`src/rtl/mem_request_arbiter_if.sv`:
```
// mem_request_arbiter_if
//   Bundles the per-requester LSU request/response signals and the shared
//   data-memory channel handshake used by mem_request_arbiter.
// Modports:
//   master - arbiter side: consumes requester valids/addresses/write data and
//            memory ready/read data; drives requester readies/read data and
//            the memory channel request.
//   slave  - environment side (LSUs + data memory): the mirror of master.
interface mem_request_arbiter_if #(
  parameter int unsigned ADDR_BITS      = 8,
  parameter int unsigned DATA_BITS      = 8,
  parameter int unsigned NUM_REQUESTERS = 4
);
  // Requester side
  logic [NUM_REQUESTERS-1:0]                req_read_valid;
  logic [NUM_REQUESTERS-1:0][ADDR_BITS-1:0] req_read_address;
  logic [NUM_REQUESTERS-1:0]                req_read_ready;
  logic [NUM_REQUESTERS-1:0][DATA_BITS-1:0] req_read_data;
  logic [NUM_REQUESTERS-1:0]                req_write_valid;
  logic [NUM_REQUESTERS-1:0][ADDR_BITS-1:0] req_write_address;
  logic [NUM_REQUESTERS-1:0][DATA_BITS-1:0] req_write_data;
  logic [NUM_REQUESTERS-1:0]                req_write_ready;

  // Shared memory channel
  logic                 mem_read_valid;
  logic [ADDR_BITS-1:0] mem_read_address;
  logic                 mem_read_ready;
  logic [DATA_BITS-1:0] mem_read_data;
  logic                 mem_write_valid;
  logic [ADDR_BITS-1:0] mem_write_address;
  logic [DATA_BITS-1:0] mem_write_data;
  logic                 mem_write_ready;

  modport master (
    input  req_read_valid, req_read_address, req_write_valid, req_write_address,
           req_write_data, mem_read_ready, mem_read_data, mem_write_ready,
    output req_read_ready, req_read_data, req_write_ready, mem_read_valid,
           mem_read_address, mem_write_valid, mem_write_address, mem_write_data
  );

  modport slave (
    output req_read_valid, req_read_address, req_write_valid, req_write_address,
           req_write_data, mem_read_ready, mem_read_data, mem_write_ready,
    input  req_read_ready, req_read_data, req_write_ready, mem_read_valid,
           mem_read_address, mem_write_valid, mem_write_address, mem_write_data
  );
endinterface

```
`src/rtl/mem_request_arbiter.sv`:
```
// mem_request_arbiter
//   Round-robin arbiter sharing one data-memory channel between
//   NUM_REQUESTERS load/store units. One transaction is in flight at a time;
//   read wins over write within a requester; priority rotates past the winner
//   after each completed or discarded transaction. All outputs are registered.
// Ports:
//   i_clk      - clock, rising edge
//   i_reset    - asynchronous active-high reset
//   io_bus     - requester and memory channel signals (master modport)
//   o_busy     - high whenever the FSM is not idle
//   o_grant_id - index of the current or most recent winner
module mem_request_arbiter #(
  parameter int unsigned ADDR_BITS      = 8,
  parameter int unsigned DATA_BITS      = 8,
  parameter int unsigned NUM_REQUESTERS = 4
) (
  input  logic                              i_clk,
  input  logic                              i_reset,
  mem_request_arbiter_if.master             io_bus,
  output logic                              o_busy,
  output logic [$clog2(NUM_REQUESTERS)-1:0] o_grant_id
);

  localparam int unsigned IdBits = $clog2(NUM_REQUESTERS);

  typedef enum logic [1:0] {StIdle, StReadWait, StWriteWait, StRelay} state_e;

  state_e                                   r_state, w_state_next;
  logic [IdBits-1:0]                        r_rr_ptr, w_rr_ptr_next;
  logic [IdBits-1:0]                        r_grant_id, w_grant_id_next;
  logic                                     r_mem_read_valid, w_mem_read_valid_next;
  logic                                     r_mem_write_valid, w_mem_write_valid_next;
  logic [ADDR_BITS-1:0]                     r_mem_read_address, w_mem_read_address_next;
  logic [ADDR_BITS-1:0]                     r_mem_write_address, w_mem_write_address_next;
  logic [DATA_BITS-1:0]                     r_mem_write_data, w_mem_write_data_next;
  logic [NUM_REQUESTERS-1:0]                r_req_read_ready, w_req_read_ready_next;
  logic [NUM_REQUESTERS-1:0]                r_req_write_ready, w_req_write_ready_next;
  logic [NUM_REQUESTERS-1:0][DATA_BITS-1:0] r_req_read_data, w_req_read_data_next;

  logic              w_found;
  logic [IdBits-1:0] w_win;
  logic [IdBits-1:0] w_scan;
  logic [IdBits-1:0] w_ptr_after;
  logic              w_relay_done;

  // Round-robin scan starting at r_rr_ptr; first requester with any valid wins.
  always_comb begin
    w_found = 1'b0;
    w_win   = '0;
    w_scan  = '0;
    for (int unsigned i = 0; i < NUM_REQUESTERS; i++) begin
      w_scan = IdBits'((32'(r_rr_ptr) + i) % NUM_REQUESTERS);
      if (!w_found && (io_bus.req_read_valid[w_scan] || io_bus.req_write_valid[w_scan])) begin
        w_found = 1'b1;
        w_win   = w_scan;
      end
    end
  end

  assign w_ptr_after = (r_grant_id == IdBits'(NUM_REQUESTERS - 1)) ? '0
                                                                    : r_grant_id + IdBits'(1);

  // The asserted ready bit tells RELAY which of the winner's valids to watch.
  assign w_relay_done = r_req_read_ready[r_grant_id] ? !io_bus.req_read_valid[r_grant_id]
                                                     : !io_bus.req_write_valid[r_grant_id];

  always_comb begin
    w_state_next             = r_state;
    w_rr_ptr_next            = r_rr_ptr;
    w_grant_id_next          = r_grant_id;
    w_mem_read_valid_next    = r_mem_read_valid;
    w_mem_write_valid_next   = r_mem_write_valid;
    w_mem_read_address_next  = r_mem_read_address;
    w_mem_write_address_next = r_mem_write_address;
    w_mem_write_data_next    = r_mem_write_data;
    w_req_read_ready_next    = r_req_read_ready;
    w_req_write_ready_next   = r_req_write_ready;
    w_req_read_data_next     = r_req_read_data;

    unique case (r_state)
      StIdle: begin
        if (w_found) begin
          w_grant_id_next = w_win;
          if (io_bus.req_read_valid[w_win]) begin
            w_mem_read_valid_next   = 1'b1;
            w_mem_read_address_next = io_bus.req_read_address[w_win];
            w_state_next            = StReadWait;
          end else begin
            w_mem_write_valid_next   = 1'b1;
            w_mem_write_address_next = io_bus.req_write_address[w_win];
            w_mem_write_data_next    = io_bus.req_write_data[w_win];
            w_state_next             = StWriteWait;
          end
        end
      end

      StReadWait: begin
        if (io_bus.mem_read_ready) begin
          w_mem_read_valid_next = 1'b0;
          if (io_bus.req_read_valid[r_grant_id]) begin
            w_req_read_data_next[r_grant_id]  = io_bus.mem_read_data;
            w_req_read_ready_next[r_grant_id] = 1'b1;
            w_state_next                      = StRelay;
          end else begin
            // Requester gave up while waiting: drop the data, still rotate.
            w_rr_ptr_next = w_ptr_after;
            w_state_next  = StIdle;
          end
        end
      end

      StWriteWait: begin
        if (io_bus.mem_write_ready) begin
          w_mem_write_valid_next = 1'b0;
          if (io_bus.req_write_valid[r_grant_id]) begin
            w_req_write_ready_next[r_grant_id] = 1'b1;
            w_state_next                       = StRelay;
          end else begin
            w_rr_ptr_next = w_ptr_after;
            w_state_next  = StIdle;
          end
        end
      end

      StRelay: begin
        if (w_relay_done) begin
          w_req_read_ready_next  = '0;
          w_req_write_ready_next = '0;
          w_rr_ptr_next          = w_ptr_after;
          w_state_next           = StIdle;
        end
      end

      default: w_state_next = StIdle;
    endcase
  end

  always_ff @(posedge i_clk or posedge i_reset) begin
    if (i_reset) begin
      r_state             <= StIdle;
      r_rr_ptr            <= '0;
      r_grant_id          <= '0;
      r_mem_read_valid    <= 1'b0;
      r_mem_write_valid   <= 1'b0;
      r_mem_read_address  <= '0;
      r_mem_write_address <= '0;
      r_mem_write_data    <= '0;
      r_req_read_ready    <= '0;
      r_req_write_ready   <= '0;
      r_req_read_data     <= '0;
    end else begin
      r_state             <= w_state_next;
      r_rr_ptr            <= w_rr_ptr_next;
      r_grant_id          <= w_grant_id_next;
      r_mem_read_valid    <= w_mem_read_valid_next;
      r_mem_write_valid   <= w_mem_write_valid_next;
      r_mem_read_address  <= w_mem_read_address_next;
      r_mem_write_address <= w_mem_write_address_next;
      r_mem_write_data    <= w_mem_write_data_next;
      r_req_read_ready    <= w_req_read_ready_next;
      r_req_write_ready   <= w_req_write_ready_next;
      r_req_read_data     <= w_req_read_data_next;
    end
  end

  assign io_bus.mem_read_valid    = r_mem_read_valid;
  assign io_bus.mem_read_address  = r_mem_read_address;
  assign io_bus.mem_write_valid   = r_mem_write_valid;
  assign io_bus.mem_write_address = r_mem_write_address;
  assign io_bus.mem_write_data    = r_mem_write_data;
  assign io_bus.req_read_ready    = r_req_read_ready;
  assign io_bus.req_read_data     = r_req_read_data;
  assign io_bus.req_write_ready   = r_req_write_ready;
  assign o_busy                   = (r_state != StIdle);
  assign o_grant_id               = r_grant_id;

endmodule

```
`src/flat_wrapper.sv`:
```
// flat-port wrapper written by rule: the top's interface ports become plain ports
module mem_request_arbiter_flat 
#(
  parameter int unsigned ADDR_BITS      = 8,
  parameter int unsigned DATA_BITS      = 8,
  parameter int unsigned NUM_REQUESTERS = 4
)
  (i_clk, i_reset, o_busy, o_grant_id, io_bus_req_read_valid, io_bus_req_read_address, io_bus_req_write_valid, io_bus_req_write_address, io_bus_req_write_data, io_bus_mem_read_ready, io_bus_mem_read_data, io_bus_mem_write_ready, io_bus_req_read_ready, io_bus_req_read_data, io_bus_req_write_ready, io_bus_mem_read_valid, io_bus_mem_read_address, io_bus_mem_write_valid, io_bus_mem_write_address, io_bus_mem_write_data);
  mem_request_arbiter_if #(.ADDR_BITS(ADDR_BITS), .DATA_BITS(DATA_BITS), .NUM_REQUESTERS(NUM_REQUESTERS)) io_bus_i ();
  input  logic i_clk;
  input  logic i_reset;
  output logic o_busy;
  output logic [$clog2(NUM_REQUESTERS)-1:0] o_grant_id;
  input wire logic [$bits(io_bus_i.req_read_valid)-1:0] io_bus_req_read_valid;
  input wire logic [$bits(io_bus_i.req_read_address)-1:0] io_bus_req_read_address;
  input wire logic [$bits(io_bus_i.req_write_valid)-1:0] io_bus_req_write_valid;
  input wire logic [$bits(io_bus_i.req_write_address)-1:0] io_bus_req_write_address;
  input wire logic [$bits(io_bus_i.req_write_data)-1:0] io_bus_req_write_data;
  input wire logic [$bits(io_bus_i.mem_read_ready)-1:0] io_bus_mem_read_ready;
  input wire logic [$bits(io_bus_i.mem_read_data)-1:0] io_bus_mem_read_data;
  input wire logic [$bits(io_bus_i.mem_write_ready)-1:0] io_bus_mem_write_ready;
  output wire logic [$bits(io_bus_i.req_read_ready)-1:0] io_bus_req_read_ready;
  output wire logic [$bits(io_bus_i.req_read_data)-1:0] io_bus_req_read_data;
  output wire logic [$bits(io_bus_i.req_write_ready)-1:0] io_bus_req_write_ready;
  output wire logic [$bits(io_bus_i.mem_read_valid)-1:0] io_bus_mem_read_valid;
  output wire logic [$bits(io_bus_i.mem_read_address)-1:0] io_bus_mem_read_address;
  output wire logic [$bits(io_bus_i.mem_write_valid)-1:0] io_bus_mem_write_valid;
  output wire logic [$bits(io_bus_i.mem_write_address)-1:0] io_bus_mem_write_address;
  output wire logic [$bits(io_bus_i.mem_write_data)-1:0] io_bus_mem_write_data;
  assign io_bus_i.req_read_valid = io_bus_req_read_valid;
  assign io_bus_i.req_read_address = io_bus_req_read_address;
  assign io_bus_i.req_write_valid = io_bus_req_write_valid;
  assign io_bus_i.req_write_address = io_bus_req_write_address;
  assign io_bus_i.req_write_data = io_bus_req_write_data;
  assign io_bus_i.mem_read_ready = io_bus_mem_read_ready;
  assign io_bus_i.mem_read_data = io_bus_mem_read_data;
  assign io_bus_i.mem_write_ready = io_bus_mem_write_ready;
  assign io_bus_req_read_ready = io_bus_i.req_read_ready;
  assign io_bus_req_read_data = io_bus_i.req_read_data;
  assign io_bus_req_write_ready = io_bus_i.req_write_ready;
  assign io_bus_mem_read_valid = io_bus_i.mem_read_valid;
  assign io_bus_mem_read_address = io_bus_i.mem_read_address;
  assign io_bus_mem_write_valid = io_bus_i.mem_write_valid;
  assign io_bus_mem_write_address = io_bus_i.mem_write_address;
  assign io_bus_mem_write_data = io_bus_i.mem_write_data;
  mem_request_arbiter #(.ADDR_BITS(ADDR_BITS), .DATA_BITS(DATA_BITS), .NUM_REQUESTERS(NUM_REQUESTERS)) u_core (.i_clk(i_clk), .i_reset(i_reset), .io_bus(io_bus_i), .o_busy(o_busy), .o_grant_id(o_grant_id));
endmodule
```
`config.mk`:
```
export PLATFORM = sky130hd
export DESIGN_NAME = mem_request_arbiter_flat
export DESIGN_NICKNAME = d
export VERILOG_FILES = /design/src/rtl/mem_request_arbiter_if.sv /design/src/rtl/mem_request_arbiter.sv /design/src/flat_wrapper.sv
export SDC_FILE = /design/constraint.sdc
export NUM_CORES = 1
export LEC_CHECK = 0
export CORE_ASPECT_RATIO = 1.75
export CORE_MARGIN = 1
export CORE_UTILIZATION = 41
export CTS_CLUSTER_DIAMETER = 60
export CTS_CLUSTER_SIZE = 25
export DETAILED_ROUTE_END_ITERATION = 7
export HOLD_SLACK_MARGIN = 0.1
export PLACE_DENSITY = 0.85
export SLEW_MARGIN = 10
export SYNTH_ARGS = -nofsm -noshare
export SYNTH_HDL_FRONTEND = slang
export SYNTH_SLANG_ARGS = --single-unit
```
`constraint.sdc`:
```
create_clock -name i_clk -period 3.3 [get_ports i_clk]
set_input_delay 0.33 -clock i_clk [delete_from_list [all_inputs] [get_ports i_clk]]
set_output_delay 0.33 -clock i_clk [all_outputs]
set_load 0.005 [all_outputs]
```
## Word level (Yosys, flattened, before mapping)

Cells that the tools add are included.

| storage, ports and cells | value |
|---|---|
| flip-flop bits (word level) | 72 |
| latch bits | 0 |
| RAM bits | 0 |
| memory bits (read-only) | 0 |
| bits of input ports | 116 |
| output and inout port bits | 69 |
| logic and storage cells | 146 |
| memories kept | 0 |

| cells by class | value |
|---|---|
| add/subtract/negate cells | 4 |
| multipliers | 0 |
| divide/modulo/power cells | 0 |
| $lt $le $gt $ge | 7 |
| equality and inequality tests | 14 |
| shift-type cells | 0 |
| multiplexer cells | 74 |
| bitwise gates (word level) | 3 |
| reduce and logical (&&, ||, !) cells | 30 |

Operator list:

| kind | count |
|---|---|
| binary-select mux 8 bit (select 2 bit) | 3 |
| 2-to-1 mux 2 bit | 17 |
| bitwise mux 32 bit | 1 |
| 2-to-1 mux 8 bit | 4 |
| binary-select mux 1 bit (select 2 bit) | 12 |
| 2-to-1 mux 1 bit | 24 |
| 2-to-1 mux 4 bit | 5 |
| AND reduction 4 bit | 5 |
| < comparator 2 x 3 -> 1 bit, second input constant | 6 |
| demux 8 bit (select 2 bit) | 1 |
| one-hot mux 4 bit (2 select lines) | 2 |
| != test 2 x 1 -> 1 bit, second input constant | 5 |
| != test 2 bit, second input constant | 5 |
| nonzero test 2 bit | 5 |
| AND reduction 3 bit | 3 |
| bitwise OR 4 bit | 2 |
| one-hot mux 2 bit (4 select lines) | 1 |
| equality test 2 bit, second input constant | 3 |
| one-hot mux 2 bit (3 select lines) | 1 |
| AND reduction 6 bit | 1 |
| logical NOT 1 bit | 5 |
| adder 2 x 1 -> 2 bit, second input constant | 2 |
| adder 2 bit, second input constant | 2 |
| logical AND 1 bit | 4 |
| 9 further kinds | 13 |

## Longest topological paths before layout

Gate-level depths: netlist (run 1).

| depth | value |
|---|---|
| depth in word-level cells | 18 |
| mapped depth | 10 |
| mapped depth without buffers | 6 |

## Worst setup path after synthesis (run 1)

No wires, ideal clock.

| timing path | value |
|---|---|
| path kind | input to register |
| start point | input port io_bus_req_write_valid[2] |
| end point | register u_core.r_mem_write_address[0], in the netlist u_core.io_bus.mem_write_address[0] |
| setup time | 0.125 ns |
| data arrival time | 2.104 ns |
| required time | 3.175 ns |
| slack | 1.071 ns |
| stages | 8 |
| buffers on the path | 2 |
| cells stage by stage | or2_2 > a2111oi_1 > o211ai_1 > nand4_1 > o22a_1 > buf_6 > buf_12 > mux2_4 |

| on the way | value |
|---|---|
| longest elaborated chain between the ends | 17 |
| elaborated cells between the ends (all ways) | 32 |
| classes of those cells | mux (20); bitwise (1); reduce/logical (11) |

RTL lines:

| item | RTL line | RTL |
|---|---|---|
| from (decl) | flat_wrapper.sv:16 | `input wire logic [$bits(io_bus_i.req_write_valid)-1:0] io_bus_req_write_valid;` |
| binary-select mux 1 bit (select 2 bit) | mem_request_arbiter.sv:53 | `if (!w_found && (io_bus.req_read_valid[w_scan] \|\| io_bus.req_write_valid[w_scan])) begin` |
| 2-to-1 mux 1 bit (not written as such) | mem_request_arbiter.sv:53 |  |
| logical OR 1 bit | mem_request_arbiter.sv:53 |  |
| 2-to-1 mux 1 bit | mem_request_arbiter.sv:53 |  |
| logical NOT 1 bit | mem_request_arbiter.sv:53 |  |
| logical AND 1 bit | mem_request_arbiter.sv:53 |  |
| 2-to-1 mux 1 bit | mem_request_arbiter.sv:53 |  |
| logical NOT 1 bit | mem_request_arbiter.sv:53 |  |
| logical AND 1 bit | mem_request_arbiter.sv:53 |  |
| 2-to-1 mux 1 bit | mem_request_arbiter.sv:53 |  |
| logical NOT 1 bit | mem_request_arbiter.sv:53 |  |
| logical AND 1 bit | mem_request_arbiter.sv:53 |  |
| 2-to-1 mux 2 bit | mem_request_arbiter.sv:53 |  |
| binary-select mux 1 bit (select 2 bit) | mem_request_arbiter.sv:84 | `if (io_bus.req_read_valid[w_win]) begin` |
| 2-to-1 mux 1 bit (not written as such) | mem_request_arbiter.sv:84 |  |
| NOT 1 bit (no line) | -- |  |
| AND reduction 3 bit (no line) | -- |  |
| to (signal assigned) | mem_request_arbiter.sv:158 | `r_mem_write_address <= w_mem_write_address_next;` |
| to (decl) | mem_request_arbiter.sv:34 | `logic [ADDR_BITS-1:0] r_mem_write_address, w_mem_write_address_next;` |

Parallel ways exist; a longest one is shown, timed or not. The select of a mux whose other input is x is not followed.
A chain may end at the register's enable or synchronous reset.

## Worst setup path in the final report (run 1)

| timing path | value |
|---|---|
| start point | input port io_bus_req_read_valid[2] |
| end point | register u_core.r_mem_write_data[5], in the netlist u_core.io_bus.mem_write_data[5] |

| on the way | value |
|---|---|
| longest elaborated chain between the ends | 17 |
| elaborated cells between the ends (all ways) | 32 |
| classes of those cells | mux (20); bitwise (1); reduce/logical (11) |

RTL lines:

| item | RTL line | RTL |
|---|---|---|
| from (decl) | flat_wrapper.sv:14 | `input wire logic [$bits(io_bus_i.req_read_valid)-1:0] io_bus_req_read_valid;` |
| binary-select mux 1 bit (select 2 bit) | mem_request_arbiter.sv:53 |  |
| 2-to-1 mux 1 bit (not written as such) | mem_request_arbiter.sv:53 |  |
| logical OR 1 bit | mem_request_arbiter.sv:53 |  |
| 2-to-1 mux 1 bit | mem_request_arbiter.sv:53 |  |
| logical NOT 1 bit | mem_request_arbiter.sv:53 |  |
| logical AND 1 bit | mem_request_arbiter.sv:53 |  |
| 2-to-1 mux 1 bit | mem_request_arbiter.sv:53 |  |
| logical NOT 1 bit | mem_request_arbiter.sv:53 |  |
| logical AND 1 bit | mem_request_arbiter.sv:53 |  |
| 2-to-1 mux 1 bit | mem_request_arbiter.sv:53 |  |
| logical NOT 1 bit | mem_request_arbiter.sv:53 |  |
| logical AND 1 bit | mem_request_arbiter.sv:53 |  |
| 2-to-1 mux 2 bit | mem_request_arbiter.sv:53 |  |
| binary-select mux 1 bit (select 2 bit) | mem_request_arbiter.sv:84 |  |
| 2-to-1 mux 1 bit (not written as such) | mem_request_arbiter.sv:84 |  |
| NOT 1 bit (no line) | -- |  |
| AND reduction 3 bit (no line) | -- |  |
| to (signal assigned) | mem_request_arbiter.sv:159 | `r_mem_write_data <= w_mem_write_data_next;` |
| to (decl) | mem_request_arbiter.sv:35 | `logic [DATA_BITS-1:0] r_mem_write_data, w_mem_write_data_next;` |

Parallel ways exist; a longest one is shown, timed or not. The select of a mux whose other input is x is not followed.

==> results.tsv, run 1 <==
metric	value	unit
EDFF count, synth	0	
final global-route overflow total	0	
RSZ-0062 raised after global routing	false	
DP HPWL	9130	um
Mapped Nets	449	
Clk pwr share	17.1	%
Antenna Cells	0	
vias in the first global route	3825	
H-tree Lvls	3	
Switching Fraction	33.8	%
internal power	3.71	mW
Remaining DRCs	0	
Iteration-0 DRC Markers	51	
max cap viols	0	
Hold Slack	0.457	ns
Yosys reg bits	72	
leakage power	2.82	nW
fin crit share	81.9	%
GP Congestion	0.909	
Total Wirelength	11800	um
Worst Path Buf+Inv	2	
DIE HEIGHT	134	um
routed vias/inst	5.36	
crit path capture	u_core.io_bus.mem_write_data[5]$_DFFE_PP0P_	
Peak VDD IR	0.000755	V
end of the worst register-to-register path	u_core.io_bus.mem_write_data[7]$_DFFE_PP0P_	
combinational group share of total power	54.0	%
row cnt	47	
Total Nets Final	636	
first-pass GRT wire length	19000	um
pwr dens	885	mW/mm^2
Final ANT Viol Nets	0	
slew margin rel.	49.3	%
Via Count	3438	
worst-path fanout max	16	
critical setup path kind	in -> reg	
Layout Skew	0.00880	ns
syn_area_per_cell	12.3	sq um
endpoints failing setup	0	
Root Buffer Master	clkbuf_16	
initial antenna violation count	0	
Data arrival, critical path	2.91	ns
synth-to-layout area growth	56.3	%
worst-skew pair later-pin latency	0.33	ns
setup_tns	0	ns
die width	77.1	um
worst r2r path cells	7	
port bufs	184	
post-route minimum period	2.70	ns
CP max stage delay	0.56	ns
achievable frequency	370	MHz
post-synthesis cell area	0.00405	sq mm
cts repair resizes	0	
Setup crit start kind	primary input	
PnR worst setup slack	0.596	ns
crit path max-delay cell type	a2111oi_1	
GRT Util Overall	23.6	%
worst slack at placement	0.251	ns
CTS Buffer Depth	2	
initial core utilization	42.5	%
post-synthesis sequential area ratio	44.5	%
TritonCTS Buffers	9	
First-pass DRT Iterations	4	
Synth Instances	329	
Ports	185	
ratio of cells with drive above 1 in the final layout	17.9	%
main flop type after synthesis	dfrtp_1	
Core Area	0.00953	sq mm
total net switching power	1.90	mW
CTS tree	built	
synth warn	0	
final hold viol count	0	
fraction of registers with async set/reset	100	%
crit path from	io_bus_req_read_valid[2]	
max-slew violations	0	
Clk pin slew, worst setup/hold paths	0.06	ns
post-layout util	66.5	%
hold crit path type	in -> async	
Yosys cell types	47	
crit-path leading delay family	compound AO/OA/AOI/OAI gates	
Worst EP required	3.51	ns
Setup Buffers After CTS	0	
Pwr Total	5.61	mW
Sink Count	72	
sequence of cells on the critical path	clkdlybuf4s50_1, or2_2, a2111oi_1, o211ai_1, nand4_1, o22a_1, buf_12, mux2_2	
Critical Path Sink Type	register	
routed length per placed instance	18.4	um
die area	0.0103	sq mm
pin count of the biggest net entering global routing	49	
worst r2r src	u_core.r_rr_ptr[0]$_DFFE_PP0P_	
hold buffer count at CTS	0	
status	finished clean	
R2R Setup Slk	0.72	ns
Levels on crit path	8	
register share of total power	29.0	%
Least-Margin Pin Slew	0.759	ns
[layout make-up]
| type | instances | area (sq um) |
|---|---|---|
| Fill cell | 746 | 3200 |
| Tap cell | 122 | 153 |
| Clock inverter | 6 | 68.8 |
| Clock buffer | 9 | 225 |
| Timing Repair Buffer | 190 | 1920 |
| Multi-Input combinational cell | 234 | 2120 |
| Sequential cell | 72 | 1800 |
| Inverter | 9 | 33.8 |
[synthesized netlist by cell type (4+ instances only)]
master	number	area share, %
o211ai_1	4	0.74
ha_1	4	1.2
dfrtp_1	72	44
mux2i_1	74	18
a21oi_1	11	1.4
nand3_1	5	0.62
mux2_4	8	3.0
nor3_1	6	0.74
inv_1	9	0.83
buf_2	4	0.49
nor2_1	15	1.4
mux2_2	50	14
o21ai_0	7	0.86
nand2_1	14	1.3
[sequential cells by signal, summed over array words and instances, names as in the netlist]
name and count:
u_core.r_state 2, u_core.io_bus.req_read_data 32, u_core.io_bus.mem_write_valid 1, u_core.io_bus.mem_write_data 8, u_core.io_bus.mem_read_address 8, u_core.io_bus.mem_write_address 8, u_core.io_bus.req_write_ready 4, u_core.io_bus.mem_read_valid 1
u_core.o_grant_id 2, u_core.r_rr_ptr 2, u_core.io_bus.req_read_ready 4
[cells in the final DEF, fill, tap and decap left out, types with 5 or more instances in the layout]
cell,synthesis,final
mux2_2,50,50
a21oi_1,11,10
dfrtp_1,72,72
nand2_1,14,14
o21ai_0,7,7
nand3_1,5,5
nor3_1,6,5
mux2i_1,74,74
nor2_1,15,15
inv_1,9,8
mux2_4,8,8
clkdlybuf4s50_1,0,184
clkbuf_16,0,9
[routing by layer]
metal  wire [um]  track usage [%]  part of all wire [%]  up-vias
met5           0                0                     0        -
met4         363             9.75                   3.1        0
met3         986             7.95                   8.4       33
met2        6320             42.5                    54      164
met1        4120             24.6                    35     1646
li1            -                -                     -     1595
[metrics by stage]
step,std cells,instance area [sq um]
global placement,627,6040
CTS,642,6330
floorplan,329,4050
global route,642,6330
finish,642,6330
detailed placement,627,6040
[power by group through the flow]
stage | Combinational [mW] | Clock, mW | Sequential (mW)
finish | 3.03 | 0.956 | 1.62
detailed placement | 3.04 | 0 | 1.62
global route | 3.25 | 1.02 | 1.67
CTS | 3.06 | 0.979 | 1.62
global placement | 2.95 | 0 | 1.60
floorplan | 1.74 | 0 | 1.58
[worst min-delay path by stage]
stage	startpoint	end	slack, ns	cells after the start
3_5_place_dp	u_core.io_bus.mem_write_data[6]$_DFFE_PP0P_	u_core.io_bus.mem_write_data[6]$_DFFE_PP0P_	0.49	1
3_3_place_gp	u_core.io_bus.req_write_ready[0]$_DFFE_PP0P_	u_core.io_bus.req_write_ready[0]$_DFFE_PP0P_	0.48	2
2_1_floorplan	io_bus_mem_read_data[0]	u_core.io_bus.req_read_data[0]$_DFFE_PP0P_	0.48	1
5_1_grt	u_core.io_bus.mem_write_data[7]$_DFFE_PP0P_	u_core.io_bus.mem_write_data[7]$_DFFE_PP0P_	0.52	1
4_1_cts	i_reset	u_core.io_bus.req_read_data[5]$_DFFE_PP0P_	0.46	2
6_report	i_reset	u_core.io_bus.req_read_data[5]$_DFFE_PP0P_	0.46	2
[cells by family (layout without fill, tap and decap cells)]
group,Yosys count,after routing,synth area share [%]
and+or+nand+nor,55,55,6.70
DFF,72,72,44.5
muxes,135,135,36.8
buffers and inverters,23,214,3.49
AOI/OAI and AO/OA,40,40,7.29
adders and majority gates,4,4,1.24
Power figures use the tool's default switching activity.
==> run 2, diff against run 1 <==
- CORE_UTILIZATION: 41 -> 38
- PLACE_DENSITY: 0.85 -> 0.83
- clock period: 3.3 -> 2.32 ns (I/O delays scaled with it)
==> results.tsv, run 2 (synthesis gave the netlist of run 1 again) <==
metric	value	unit	change
final global-route overflow total	0		unchanged
most common cell after layout, fill and taps aside	clkdlybuf4s50_1		
synth-to-layout area growth	69.1	%	
status	finished clean		
GRT Util Overall	22.5	%	-1.1 points
port bufs	184		unchanged
Data arrival, critical path	2.51	ns	-0.40 ns
worst slack at placement	-0.467	ns	-0.718 ns
RSZ-0062 raised after global routing	true		
Via Count	3585		+4.3%
CP most frequent cell	mux2i_1		
worst-skew pair later-pin latency	0.33	ns	about the same
post-layout util	66.5	%	about the same
post-route minimum period	2.29	ns	
most frequent cells in the layout	184 x clkdlybuf4s50_1, 73 x mux2i_1, 70 x dfrtp_1		
die width	80.1	um	+3.8%
Total Wirelength	12200	um	+3.5%
CP max stage delay	0.43	ns	-0.13 ns
Antenna Cells	0		unchanged
ratio of cells with drive above 1 in the final layout	26.5	%	+8.7 points
final hold viol count	0		unchanged
Iteration-0 DRC Markers	152		+200%
critical setup path kind	in -> reg		
worst-path fanout max	16		unchanged
hold buffer count at CTS	0		unchanged
max-slew violations	0		unchanged
pwr dens	1270	mW/mm^2	+43%
row cnt	49		+4.3%
Ports	185		unchanged
sequence of cells on the critical path	clkdlybuf4s50_1, or2_4, a211o_1, a21oi_4, buf_12, buf_4, mux2i_1, mux2i_1, mux2_2		
routed vias/inst	5.15		-3.8%
worst r2r path cells	8		+1
endpoints failing setup	0		unchanged
max reg flops	32		unchanged
vias in the first global route	3960		+3.5%
worst r2r src	u_core.r_rr_ptr[0]$_DFFE_PP0P_		
dpl cells	674		+7.5%
Final ANT Viol Nets	0		unchanged
initial core utilization	39.3	%	-3.2 points
routed length per placed instance	17.5	um	-4.5%
Finished Layout Cells	696		+8.4%
R2R Setup Slk	0.05	ns	-0.67 ns
TritonCTS Buffers	9		unchanged
slew margin rel.	72.1	%	+23 points
Clk pin slew, worst setup/hold paths	0.06	ns	about the same
hold crit path type	in -> async		
Sink Count	72		unchanged
max cap viols	0		unchanged
Layout Skew	0.00574	ns	-0.00305 ns
fin crit share	98.8	%	
Total Nets Final	684		+7.5%
CTS Buffer Depth	2		unchanged
leakage power	3.10	nW	+9.9%
Setup crit start kind	primary input		
PnR worst setup slack	0.0275	ns	-0.569 ns
First-pass DRT Iterations	4		unchanged
Root Buffer Master	clkbuf_16		
initial antenna violation count	0		unchanged
Worst EP required	2.54	ns	-0.97 ns
Remaining DRCs	0		unchanged
GP Congestion	0.952		+4.7%
DP HPWL	9560	um	+4.7%
CTS tree	built		
achievable frequency	436	MHz	
DIE HEIGHT	139	um	+3.8%
end of the worst register-to-register path	u_core.io_bus.mem_write_address[7]$_DFFE_PP0P_		
pin count of the biggest net entering global routing	73		+49%
H-tree Lvls	3		unchanged
Core Area	0.0103	sq mm	+8.1%
Critical Path Sink Type	register		
Least-Margin Pin Slew	0.417	ns	-0.342 ns
fillers	779		+4.4%
die area	0.0111	sq mm	+7.7%
Peak VDD IR	0.000783	V	+3.7%
crit path max-delay cell type	clkdlybuf4s50_1		
Multi-input gate area	0.00217	sq mm	+2.2%
FF/Latch Area	0.00180	sq mm	+0.14%
first-pass GRT wire length	19000	um	+0.26%
crit path from	io_bus_req_write_valid[2]		
## run 2: changes by cell type in the layout (fill, tap and decap cells not counted), moves of 2 or more
cell | before | now
buf_12 | 3 | 9
buf_4 | 3 | 44
dfrtp_1 | 72 | 70
dfrtp_2 | 0 | 2
nor2_1 | 15 | 13
or2_4 | 0 | 2
## run 2: worst max-delay path by stage
stage                                                endpoint  slack [ns]  depth (start not counted)
5_1_grt         u_core.io_bus.mem_read_address[2]$_DFFE_PP0P_      -0.001                          9
6_report       u_core.io_bus.mem_write_address[7]$_DFFE_PP0P_        0.03                          9
3_3_place_gp      u_core.io_bus.mem_write_data[6]$_DFFE_PP0P_       -0.39                          8
3_5_place_dp      u_core.io_bus.mem_write_data[6]$_DFFE_PP0P_       -0.47                          8
2_1_floorplan                  u_core.r_rr_ptr[0]$_DFFE_PP0P_        0.18                          6
4_1_cts           u_core.io_bus.mem_write_data[6]$_DFFE_PP0P_       0.007                          9
## run 2: area by class of cell
type	count	share of cell area (%)
multi-input combinational	234	31.7
clock buffer	9	3.29
timing repair buffer	238	34.5
sequential	72	26.3
clock inverter	7	1.39
tap	127	2.32
inverter	9	0.493
## run 2: per-layer routing
metal,global-route usage (%),vias up,wire length [um]
li1,-,1686,-
met1,20.8,1722,3950
met2,43.2,153,6840
met3,6.91,24,1070
met4,10.1,0,347
met5,0,-,0
## run 2: through the flow
| stage | hold WS, ns | area (sq um) | TNS [ns] | power (mW) |
|---|---|---|---|---|
| floorplan | 0.383 | 4050 | 0 | 4.72 |
| global route | 0.365 | 6850 | -0.00239 | 9.19 |
| detailed placement | 0.491 | 6430 | -10.39 | 7.10 |
| CTS | 0.310 | 6760 | 0 | 8.63 |
| finish | 0.305 | 6850 | 0 | 8.68 |
| global placement | 0.485 | 6430 | -8.63 | 6.94 |
## run 2: worst max-delay path, delay by kind of cell
family / cells / cell delay [ns]
compound gates: 2 / 0.56
buf+inv: 3 / 0.73
simple gates: 1 / 0.29
mux: 3 / 0.68
## run 2: what timing repair did
item	4_1_cts	5_1_grt
buffers inserted	0	6
gates resized for setup	1	13
setup endpoints to repair	16	26
pin swaps	0	3
## run 2: report_power, final
part           switching [mW]  total [mW]  leakage [nW]  internal (mW)
sequential              0.376        2.24         0.897           1.86
clock                   0.521        1.46         0.156          0.942
combinational            1.90        4.98          2.04           3.08
==> run 3, diff against run 2 <==
--- a/config.mk
+++ b/config.mk
@@ -14,5 +14,5 @@
 export HOLD_SLACK_MARGIN = 0.1
 export PLACE_DENSITY = 0.83
-export SLEW_MARGIN = 10
+export SLEW_MARGIN = 20
 export SYNTH_ARGS = -nofsm -noshare
 export SYNTH_HDL_FRONTEND = slang
==> constraint.sdc (replaced) <==
create_clock -name i_clk -period 2.32 [get_ports i_clk]
set_input_delay 0.464 -clock i_clk [delete_from_list [all_inputs] [get_ports i_clk]]
set_output_delay 0.464 -clock i_clk [all_outputs]
set_load 0.005 [all_outputs]
==> results.tsv, run 3 (synthesis gave the netlist of run 1 again) <==
metric	value	unit	change
max cap viols	0		unchanged
endpoints failing setup	0		unchanged
Layout Skew	0.00404	ns	-0.00171 ns
status	finished clean		
final hold viol count	0		unchanged
internal power	6.10	mW	+3.6%
achievable frequency	436	MHz	about the same
pwr dens	1290	mW/mm^2	+2.0%
worst-path fanout max	8		-8
critical setup path kind	in -> reg		
Core Area	0.0103	sq mm	unchanged
total net switching power	2.94	mW	+5.2%
Remaining DRCs	0		unchanged
initial core utilization	39.3	%	unchanged
worst-skew pair later-pin latency	0.33	ns	about the same
die width	80.1	um	unchanged
slew margin rel.	69.3	%	-2.7 points
DP HPWL	9710	um	+1.5%
Iteration-0 DRC Markers	129		-15%
Peak VDD IR	0.000739	V	-5.6%
max reg flops	32		unchanged
Data arrival, critical path	2.51	ns	about the same
Worst EP required	2.54	ns	about the same
leakage power	3.18	nW	+2.8%
Total Nets Final	685		+0.15%
die area	0.0111	sq mm	unchanged
Critical Path Sink Type	register		
Hold Slack	0.504	ns	+0.200 ns
hold crit path type	reg -> reg		
Via Count	3672		+2.4%
initial antenna violation count	0		unchanged
final global-route overflow total	0		unchanged
Setup crit start kind	primary input		
Finished Layout Cells	697		+0.14%
cell count of the worst hold path	1		
DIE HEIGHT	139	um	unchanged
first-pass GRT wire length	20000	um	+5.2%
Root Buffer Master	clkbuf_16		
pin count of the biggest net entering global routing	73		unchanged
Switching Fraction	32.5	%	+0.32 points
combinational group share of total power	58.6	%	+1.2 points
RSZ-0062 raised after global routing	true		
Antenna Cells	0		unchanged
Clk pwr share	16.6	%	-0.3 points
CTS tree	built		
GRT Util Overall	23.6	%	+1.0 points
max-slew violations	0		unchanged
Clk pin slew, worst setup/hold paths	0.06	ns	about the same
crit path max-delay cell type	or4_4		
Worst Hold End	u_core.io_bus.req_read_data[11]$_DFFE_PP0P_		
most frequent cells in the layout	176 x clkdlybuf4s50_1, 72 x mux2i_1, 70 x dfrtp_1		
dpl cells	672		-0.30%
routed vias/inst	5.27		+2.3%
end of the worst register-to-register path	u_core.io_bus.mem_read_address[1]$_DFFE_PP0P_		
Sink Count	72		unchanged
register share of total power	24.8	%	-1.0 points
ratio of cells with drive above 1 in the final layout	28.2	%	+1.7 points
crit-path leading delay family	simple AND/OR/NAND/NOR gates		
most common cell after layout, fill and taps aside	clkdlybuf4s50_1		
Levels on crit path	10		+1
H-tree Lvls	3		unchanged
row cnt	49		unchanged
Least-Margin Pin Slew	0.453	ns	+0.0357 ns
First-pass DRT Iterations	4		unchanged
vias in the first global route	4050		+2.3%
TritonCTS Buffers	9		unchanged
fin crit share	98.9	%	about the same
hold path startpoint	u_core.io_bus.req_read_data[11]$_DFFE_PP0P_		
post-route minimum period	2.29	ns	+0.00201 ns
worst r2r path cells	9		+1
synth-to-layout area growth	72.7	%	
routed length per placed instance	18.6	um	+6.2%
post-layout util	67.9	%	+1.4 points
Worst Path Buf+Inv	4		+1
R2R Setup Slk	0.03	ns	-0.02 ns
port bufs	184		unchanged
GP Congestion	0.950		-0.15%
worst r2r src	u_core.r_rr_ptr[0]$_DFFE_PP0P_		
Ports	185		unchanged
CTS Buffer Depth	2		unchanged
Total Wirelength	13000	um	+6.4%
Final ANT Viol Nets	0		unchanged
sequence of cells on the critical path	dlygate4sd2_1, buf_4, or4_4, o221ai_2, nor3_2, or2_1, o22a_4, buf_6, buf_12, mux2_4		
hold buffer count at CTS	0		unchanged
CP max stage delay	0.41	ns	-0.02 ns
run 3: changes by cell type in the layout (fill, tap and decap cells not counted), sizes merged:
cell | before | now
clkinvlp | 1 | 2
clkdlybuf4s50 | 184 | 176
dlygate4sd2 | 0 | 3
buf | 54 | 56
clkbuf | 9 | 12
clkinv | 3 | 1
clkdlybuf4s15 | 0 | 2
run 3: worst max path at each step:
| stage | slack (ns) | startpoint | endpoint |
|---|---|---|---|
| finish | 0.03 | io_bus_req_read_valid[2] | u_core.io_bus.mem_write_data[7]$_DFFE_PP0P_ |
| global placement | -0.48 | io_bus_req_write_valid[2] | u_core.io_bus.mem_write_data[7]$_DFFE_PP0P_ |
| floorplan | -0.02 | io_bus_req_write_valid[2] | u_core.io_bus.mem_write_address[0]$_DFFE_PP0P_ |
| detailed placement | -0.57 | io_bus_req_write_valid[2] | u_core.io_bus.mem_write_data[7]$_DFFE_PP0P_ |
| global route | -0.04 | u_core.r_rr_ptr[0]$_DFFE_PP0P_ | u_core.io_bus.mem_read_address[7]$_DFFE_PP0P_ |
| CTS | 0.005 | io_bus_req_write_valid[2] | u_core.io_bus.mem_write_data[7]$_DFFE_PP0P_ |
run 3: worst register-to-register path, cell delays in order, from the launching register on:
cell,delay [ns]
dfrtp_2,0.43
o21ba_4,0.19
buf_4,0.13
a211o_1,0.31
a21oi_4,0.18
buf_12,0.16
buf_12,0.15
mux2i_2,0.26
mux2i_1,0.10
mux2_4,0.27
run 3: what timing repair did:
action,4_1_cts,5_1_grt
buffers inserted,6,1
gates cloned,2,0
gates resized for setup,39,21
setup endpoints to repair,27,26
pin swaps,10,9
run 3: final cells by class:
type | instances | area [sq um]
clock inverters | 6 | 92.6
well taps | 127 | 159
flip-flops and latches | 72 | 1800
repair buffers | 239 | 2410
inverters | 9 | 33.8
multi-input cells | 234 | 2260
fillers | 744 | 3300
clock buffers | 10 | 229
run 3: per-stage QoR:
stage | total power [mW] | setup WS, ns | cell area, sq um | TNS [ns]
4_1_cts | 8.97 | 0.00451 | 6940 | 0
3_5_place_dp | 7.14 | -0.572 | 6440 | -24.52
2_1_floorplan | 4.73 | -0.0217 | 4060 | -0.174
3_3_place_gp | 6.97 | -0.482 | 6440 | -19.59
5_1_grt | 9.53 | -0.0426 | 7000 | -0.330
6_report | 9.04 | 0.0255 | 7000 | 0
run 3: layer usage:
metal / vias up / part of all wire [%] / track usage, %
met2: 165 / 54 / 44.0
met1: 1778 / 35 / 24.0
met5: - / 0 / 0
li1: 1691 / - / -
met3: 38 / 7.2 / 5.13
met4: 0 / 3.3 / 11.0
run 3: power by group through the flow:
stage          combinational, mW  clock (mW)  sequential (mW)
2_1_floorplan               2.48           0             2.25
3_3_place_gp                4.75           0             2.22
3_5_place_dp                4.89           0             2.25
4_1_cts                     5.21        1.52             2.23
5_1_grt                     5.65        1.57             2.31
6_report                    5.29        1.50             2.24
